===== src/rtl/instruction_prefetch.sv =====
// Instruction fetch stage: owns the PC, issues one-at-a-time imem fetches and
// buffers {pc, instruction} pairs for decode, with redirect/flush support.
module instruction_prefetch #(
  parameter int                        MEM_ADDR_WIDTH = 32,
  parameter int                        MEM_DATA_WIDTH = 32,
  parameter int                        FIFO_DEPTH     = 4,
  parameter logic [MEM_ADDR_WIDTH-1:0] RESET_PC       = '0,
  parameter int                        PC_STEP        = MEM_DATA_WIDTH / 8
) (
  input  logic                              clk_i,
  input  logic                              arst_ni,
  output logic                              imem_req_o,
  output logic [MEM_ADDR_WIDTH-1:0]         imem_addr_o,
  input  logic                              imem_ack_i,
  input  logic [MEM_DATA_WIDTH-1:0]         imem_rdata_i,
  input  logic                              redirect_i,
  input  logic [MEM_ADDR_WIDTH-1:0]         redirect_pc_i,
  output logic                              instr_valid_o,
  input  logic                              instr_ready_i,
  output logic [MEM_DATA_WIDTH-1:0]         instruction_o,
  output logic [MEM_ADDR_WIDTH-1:0]         pc_out_o,
  output logic [$clog2(FIFO_DEPTH+1)-1:0]   fifo_count_o
);

  localparam int CW = $clog2(FIFO_DEPTH + 1);
  localparam int PW = $clog2(FIFO_DEPTH);

  typedef enum logic [1:0] {
    IDLE,
    FETCH,
    DISCARD
  } state_t;

  state_t                    state;
  logic                      req;
  logic [MEM_ADDR_WIDTH-1:0] addr;
  logic [MEM_ADDR_WIDTH-1:0] fetch_pc;

  logic [MEM_DATA_WIDTH-1:0] data_mem [FIFO_DEPTH];
  logic [MEM_ADDR_WIDTH-1:0] pc_mem   [FIFO_DEPTH];
  logic [PW-1:0]             wr_ptr;
  logic [PW-1:0]             rd_ptr;
  logic [PW-1:0]             rd_ptr_inc;
  logic [CW-1:0]             count;
  logic [CW-1:0]             count_after;
  logic [MEM_DATA_WIDTH-1:0] head_instr;
  logic [MEM_ADDR_WIDTH-1:0] head_pc;

  logic                      valid;
  logic                      push;
  logic                      pop;
  logic                      room_after;
  logic [MEM_ADDR_WIDTH-1:0] target;
  logic [MEM_ADDR_WIDTH-1:0] next_seq;

  always_comb begin
    valid       = (count != '0) && !redirect_i;
    push        = (state == FETCH) && imem_ack_i && !redirect_i;
    pop         = valid && instr_ready_i;
    count_after = redirect_i ? '0 : (count + CW'(push) - CW'(pop));
    room_after  = count_after < CW'(FIFO_DEPTH);
    target      = redirect_pc_i & ~MEM_ADDR_WIDTH'(PC_STEP - 1);
    next_seq    = addr + MEM_ADDR_WIDTH'(PC_STEP);
    rd_ptr_inc  = rd_ptr + PW'(1);
  end

  // The address register only moves when no request is pending or the pending
  // one is being acked; fetch_pc holds a redirect target while DISCARD waits.
  always_ff @(posedge clk_i or negedge arst_ni) begin
    if (!arst_ni) begin
      state    <= IDLE;
      req      <= 1'b0;
      addr     <= RESET_PC;
      fetch_pc <= RESET_PC;
    end else begin
      case (state)
        IDLE: begin
          if (redirect_i) begin
            fetch_pc <= target;
            addr     <= target;
            state    <= FETCH;
            req      <= 1'b1;
          end else if (count < CW'(FIFO_DEPTH)) begin
            addr  <= fetch_pc;
            state <= FETCH;
            req   <= 1'b1;
          end
        end
        FETCH: begin
          if (redirect_i) begin
            fetch_pc <= target;
            if (imem_ack_i) begin
              addr <= target;
            end else begin
              state <= DISCARD;
            end
          end else if (imem_ack_i) begin
            fetch_pc <= next_seq;
            addr     <= next_seq;
            if (!room_after) begin
              state <= IDLE;
              req   <= 1'b0;
            end
          end
        end
        DISCARD: begin
          if (redirect_i) begin
            fetch_pc <= target;
            if (imem_ack_i) begin
              addr  <= target;
              state <= FETCH;
            end
          end else if (imem_ack_i) begin
            addr  <= fetch_pc;
            state <= FETCH;
          end
        end
        default: begin
          state <= IDLE;
          req   <= 1'b0;
        end
      endcase
    end
  end

  always_ff @(posedge clk_i) begin
    if (push) begin
      data_mem[wr_ptr] <= imem_rdata_i;
      pc_mem[wr_ptr]   <= addr;
    end
  end

  // Head registers are reloaded only when the head entry changes, so they keep
  // their last value once the buffer drains or is flushed.
  always_ff @(posedge clk_i or negedge arst_ni) begin
    if (!arst_ni) begin
      wr_ptr     <= '0;
      rd_ptr     <= '0;
      count      <= '0;
      head_instr <= '0;
      head_pc    <= '0;
    end else if (redirect_i) begin
      wr_ptr <= '0;
      rd_ptr <= '0;
      count  <= '0;
    end else begin
      if (push) begin
        wr_ptr <= wr_ptr + PW'(1);
      end
      if (pop) begin
        rd_ptr <= rd_ptr_inc;
      end
      count <= count_after;
      if (push && ((count - CW'(pop)) == '0)) begin
        head_instr <= imem_rdata_i;
        head_pc    <= addr;
      end else if (pop && (count > CW'(1))) begin
        head_instr <= data_mem[rd_ptr_inc];
        head_pc    <= pc_mem[rd_ptr_inc];
      end
    end
  end

  assign imem_req_o    = req;
  assign imem_addr_o   = addr;
  assign instr_valid_o = valid;
  assign instruction_o = head_instr;
  assign pc_out_o      = head_pc;
  assign fifo_count_o  = count;

endmodule

===== config.mk =====
export PLATFORM = sky130hd
export DESIGN_NAME = instruction_prefetch
export DESIGN_NICKNAME = d
export VERILOG_FILES = /design/src/rtl/instruction_prefetch.sv
export SDC_FILE = /design/constraint.sdc
export NUM_CORES = 1
export LEC_CHECK = 0
export CELL_PAD_IN_SITES_DETAIL_PLACEMENT = 1
export CELL_PAD_IN_SITES_GLOBAL_PLACEMENT = 2
export CORE_MARGIN = 2
export CORE_UTILIZATION = 43
export CTS_BUF_LIST = sky130_fd_sc_hd__clkbuf_4 sky130_fd_sc_hd__clkbuf_8 sky130_fd_sc_hd__clkbuf_16
export DETAILED_ROUTE_END_ITERATION = 8
export PLACE_DENSITY = 0.8
export SLEW_MARGIN = 15
export SYNTH_ARGS = -nofsm -noshare
export SYNTH_HDL_FRONTEND = slang
export SYNTH_SLANG_ARGS = --single-unit

===== constraint.sdc =====
create_clock -name clk_i -period 9.3 [get_ports clk_i]
set_clock_uncertainty 0.15 [all_clocks]
set_input_delay 1.86 -clock clk_i [delete_from_list [all_inputs] [get_ports clk_i]]
set_output_delay 1.86 -clock clk_i [all_outputs]
set_load 0.01 [all_outputs]

==> impl_metrics.xml <==
<?xml version="1.0" encoding="UTF-8"?>
<metrics>
  <group name="critical_path">
    <metric name="crit_path_largest_cell_delay" unit="ns">0.51</metric>
    <metric name="setup.worst_path.start_class" unit="">input pin</metric>
    <metric name="crit_path_frequent_cell" unit="">sky130_fd_sc_hd__inv_1</metric>
    <metric name="worst_path_max_delay_cell" unit="">sky130_fd_sc_hd__buf_4</metric>
    <metric name="critical_path.cell_chain" unit="">clkdlybuf4s50_1 -&gt; buf_4 -&gt; and3b_1 -&gt; inv_1 -&gt; ha_1 -&gt; inv_1 -&gt; ha_1 -&gt; inv_1 -&gt; fa_1 -&gt; xnor2_1 -&gt; o21ai_0 -&gt; a31oi_1 -&gt; a21oi_1 -&gt; mux2_2</metric>
    <metric name="critical_path.max_fanout" unit="">35</metric>
    <metric name="worstPathRequired" unit="ns">9.58</metric>
    <metric name="rr_endpoint" unit="">imem_addr_o[22]$_DFFE_PN0P_</metric>
    <metric name="ff2ff_path_depth" unit="">9</metric>
    <metric name="timing.critical_path.buf_inv" unit="">5</metric>
    <metric name="crit_arrival" unit="ns">5.37</metric>
    <metric name="worstReg2RegStart" unit="">state[1]$_DFFE_PN0P_</metric>
    <metric name="critPathTopFamily" unit="">buffers and inverters</metric>
    <metric name="criticalPathCategory" unit="">input pin to flip-flop</metric>
    <metric name="reg2reg_setup_slack" unit="ns">5.80</metric>
    <metric name="critical_path.endpoint_type" unit="">flip-flop</metric>
  </group>
  <group name="clock_network">
    <metric name="postCtsSetupRepairBufs" unit="">0</metric>
    <metric name="clkTransAtPathRegs" unit="ns">0.06</metric>
    <metric name="h-tree-depth" unit="">2</metric>
    <metric name="cts_tree" unit="">done</metric>
    <metric name="post_cts.resized_instances" unit="">0</metric>
    <metric name="cts.sink_count" unit="">394</metric>
    <metric name="numCtsBuffers" unit="">42</metric>
    <metric name="hold_buffers" unit="">0</metric>
    <metric name="clkLatencyLatePin" unit="ns">0.55</metric>
    <metric name="cts_root_buf" unit="">sky130_fd_sc_hd__clkbuf_16</metric>
    <metric name="clk_path_buf_depth" unit="">3</metric>
  </group>
  <group name="routing">
    <metric name="dr.first_iter.drc_count" unit="">896</metric>
    <metric name="count_of_tritonroute_iterations_in_the_first_routing_pass" unit="">5</metric>
    <metric name="drtAntennaViolNets" unit="">0</metric>
    <metric name="via_per_inst" unit="">5.93</metric>
    <metric name="drt_wl_total" unit="um">51900</metric>
    <metric name="average_detailed_routed_wire_length_per_instance" unit="um">25.1</metric>
    <metric name="drc" unit="">0</metric>
    <metric name="via_count" unit="">12300</metric>
  </group>
  <group name="die">
    <metric name="floorplan.rows" unit="">75</metric>
    <metric name="fp.dieArea" unit="um2">43800</metric>
    <metric name="core_region_area" unit="um2">41800</metric>
    <metric name="initial_utilization" unit="">0.434</metric>
    <metric name="boundaryPins" unit="">170</metric>
    <metric name="die_h" unit="um">209</metric>
    <metric name="die-width" unit="um">209</metric>
  </group>
  <group name="synthesis">
    <metric name="synthDistinctLibCells" unit="">73</metric>
    <metric name="syn_inst" unit="">1371</metric>
    <metric name="synth_top_family_by_area" unit="">multiplexers</metric>
    <metric name="syn_area_per_cell" unit="um2">13.2</metric>
    <metric name="synth.net_count" unit="">1456</metric>
    <metric name="post_synth_and_or_nand_nor_area_fraction" unit="">0.0946</metric>
    <metric name="netlist.top_cell.by_area" unit="">sky130_fd_sc_hd__edfxtp_1</metric>
    <metric name="ys.flop_type" unit="">sky130_fd_sc_hd__edfxtp_1</metric>
    <metric name="synth_sequential_area_ratio" unit="">0.615</metric>
    <metric name="synth_top_cells_by_area" unit="">sky130_fd_sc_hd__edfxtp_1 (42%), sky130_fd_sc_hd__dfrtp_1 (19%), sky130_fd_sc_hd__mux4_2 (8.0%), sky130_fd_sc_hd__mux2i_1 (5.2%), sky130_fd_sc_hd__a21oi_1 (3.1%)</metric>
    <metric name="synth_seq_cells" unit="">394</metric>
    <metric name="yosys-mux-area-fraction" unit="">0.138</metric>
    <metric name="syn-cell-area" unit="um2">18100</metric>
    <metric name="synth-edff-count" unit="">256</metric>
    <metric name="synth_top_area_share" unit="">0.424</metric>
    <metric name="yosys.area_share.adder" unit="">0.0115</metric>
    <metric name="share_of_flip_flops_with_an_asynchronous_set_or_reset_after_synthesis" unit="">0.350</metric>
    <metric name="synth_xor_xnor_area_share" unit="">0.0106</metric>
    <metric name="yosysWarnings" unit="">0</metric>
    <metric name="synthesized_area_fraction_occupied_by_ao_oa_aoi_and_oai_cells" unit="">0.0993</metric>
  </group>
  <group name="min_path">
    <metric name="min_to" unit="">fetch_pc[9]$_DFFE_PN0P_</metric>
    <metric name="hold_path_class" unit="">flip-flop to flip-flop</metric>
    <metric name="worst_hold_path.num_cells" unit="">2</metric>
    <metric name="worst_hold_startpoint" unit="">fetch_pc[9]$_DFFE_PN0P_</metric>
  </group>
  <group name="final_layout">
    <metric name="number_of_diodes" unit="">0</metric>
    <metric name="final_layout_size_suffix_gt1_frac" unit="">0.130</metric>
    <metric name="post_layout_inst_area" unit="um2">21600</metric>
    <metric name="finish.net_count" unit="">1580</metric>
    <metric name="most_frequent_cells_in_the_layout" unit="">sky130_fd_sc_hd__edfxtp_1 (256), sky130_fd_sc_hd__clkdlybuf4s50_1 (165), sky130_fd_sc_hd__dfrtp_1 (136)</metric>
    <metric name="mostFrequentLayoutCell" unit="">sky130_fd_sc_hd__edfxtp_1</metric>
    <metric name="area_growth_syn_to_layout" unit="%">19.3</metric>
  </group>
  <group name="timing">
    <metric name="hold_viol" unit="">0</metric>
    <metric name="maxSlewViolCount" unit="">0</metric>
    <metric name="share_of_the_clock_period_used_by_the_worst_path" unit="">0.547</metric>
    <metric name="setup_viol" unit="">0</metric>
    <metric name="fin_setup_tns" unit="ns">0</metric>
    <metric name="grt_setup_unrepaired" unit="">false</metric>
    <metric name="post-route-min-period" unit="ns">5.08</metric>
    <metric name="fmax" unit="MHz">197</metric>
    <metric name="slew_headroom" unit="">0.256</metric>
    <metric name="max_slew.worst_pin.slew" unit="ns">1.12</metric>
  </group>
  <group name="run">
    <metric name="cap_violations" unit="">0</metric>
  </group>
  <group name="global_routing">
    <metric name="grt_pass1_wl" unit="um">80500</metric>
    <metric name="grt_overflow_total" unit="">0</metric>
    <metric name="global_route.usage.total" unit="">0.241</metric>
    <metric name="antenna_found_initial" unit="">0</metric>
    <metric name="pin_count_of_the_biggest_net_entering_global_routing" unit="">127</metric>
    <metric name="via_count_of_the_first_global_routing_pass" unit="">13000</metric>
  </group>
  <group name="placed_design">
    <metric name="hpwlAfterDp" unit="um">31300</metric>
    <metric name="placed_area" unit="um2">20200</metric>
    <metric name="port_buffers" unit="">167</metric>
    <metric name="rd_place_congestion" unit="">0.807</metric>
  </group>
  <group name="status">
    <metric name="status" unit="">complete, no violations</metric>
  </group>
  <group name="pwr">
    <metric name="vdd_drop_max" unit="mV">0.161</metric>
    <metric name="static-leakage-power" unit="nW">7.53</metric>
    <metric name="pwr_density_cell" unit="nW/um2">312</metric>
  </group>
</metrics>
-- synthesized netlist by cell type, drive strengths merged (3+ instances only) --
cell / n
ha: 15
o31ai: 12
mux4: 64
a31oi: 12
nand4: 24
or3: 8
nor4: 14
nor2: 113
buf: 41
nand3b: 3
nor3: 22
and2: 6
o221a: 3
a21o: 3
o22ai: 5
or4: 8
edfxtp: 256
mux2: 10
or2: 5
a221oi: 14
a211oi: 7
a311o: 3
o211ai: 13
inv: 25
nand2: 81
a22o: 5
a221o: 6
xor2: 10
and3: 9
a21oi: 113
nand2b: 5
mux2i: 95
o31a: 3
xnor2: 12
nand3: 41
o21bai: 3
dfrtp: 138
a22oi: 6
o21ai: 53
nor2b: 5
o311ai: 3
clkbuf: 69
-- worst register-to-register path: stages, from the launching register on --
cell and delay [ns]:
sky130_fd_sc_hd__dfrtp_1 0.44, sky130_fd_sc_hd__inv_1 0.14, sky130_fd_sc_hd__ha_1 0.19, sky130_fd_sc_hd__buf_4 0.34
sky130_fd_sc_hd__o21bai_1 0.26, sky130_fd_sc_hd__o211ai_2 0.75, sky130_fd_sc_hd__buf_4 0.48, sky130_fd_sc_hd__nor2_1 0.21
sky130_fd_sc_hd__a221oi_1 0.29, sky130_fd_sc_hd__o21ai_0 0.13
-- power by group --
part           internal [W]  switching, W  total, W
clock network      0.000997      0.000687   0.00168
registers           0.00230      0.000461   0.00276
logic               0.00103       0.00128   0.00231
total               0.00433       0.00242   0.00675
-- layout make-up --
| type | instances | area (um2) |
|---|---|---|
| timing repair buffer | 190 | 1860 |
| clock inverter | 15 | 151 |
| tap | 539 | 674 |
| fill | 4168 | 20100 |
| clock buffer | 63 | 1260 |
| sequential | 394 | 11100 |
| inverter | 26 | 97.6 |
| multi-input combinational | 841 | 6440 |
-- state kept, by name, indices dropped and copies added (netlist names) --
signal	count
imem_addr_o	32
fifo_count_o	3
rd_ptr	2
state	2
fetch_pc	32
instruction_o	32
pc_mem	128
wr_ptr	2
imem_req_o	1
pc_out_o	32
data_mem	128
-- how the worst max path moves through the flow --
| stage | start | endpoint | slack, ns | cells after the start |
|---|---|---|---|---|
| after floorplan | redirect_i | state[1]$_DFFE_PN0P_ | 4.15 | 16 |
| after detailed placement | imem_ack_i | state[1]$_DFFE_PN0P_ | 3.66 | 14 |
| final | imem_ack_i | state[1]$_DFFE_PN0P_ | 4.22 | 14 |
| after CTS | imem_ack_i | state[1]$_DFFE_PN0P_ | 4.23 | 14 |
| after global placement | imem_ack_i | state[1]$_DFFE_PN0P_ | 3.67 | 14 |
| after global routing | imem_ack_i | state[1]$_DFFE_PN0P_ | 4.06 | 14 |
-- layer usage --
metal	global-route usage	share of wire	wire, um	vias up
met5	0	0	0	-
met3	0.0332	0.043	2240	63
met2	0.400	0.49	25500	283
li1	-	-	-	5489
met4	0.0559	0.019	986	0
met1	0.338	0.45	23200	6438
-- logic make-up after synthesis --
group	Yosys count
AO/OA/AOI/OAI	285
XOR/XNOR	22
adder cells (fa/ha/maj)	16
buffers and inverters	136
flip-flops	394
multiplexers	169
AND/OR/NAND/NOR	349
-- stage by stage --
| stage | cells | hold WS (ns) | setup slack (ns) | total power [W] | util |
|---|---|---|---|---|---|
| final | 2068 | 0.338 | 4.22 | 0.00675 | 0.518 |
| after global routing | 2068 | 0.363 | 4.06 | 0.00713 | 0.518 |
| after CTS | 2068 | 0.339 | 4.23 | 0.00681 | 0.518 |
| after detailed placement | 1990 | 0.326 | 3.66 | 0.00511 | 0.484 |
| after global placement | 1990 | 0.309 | 3.67 | 0.00502 | 0.484 |
| after floorplan | 1371 | 0.292 | 4.15 | 0.00399 | - |
Power figures use the tool's default switching activity.
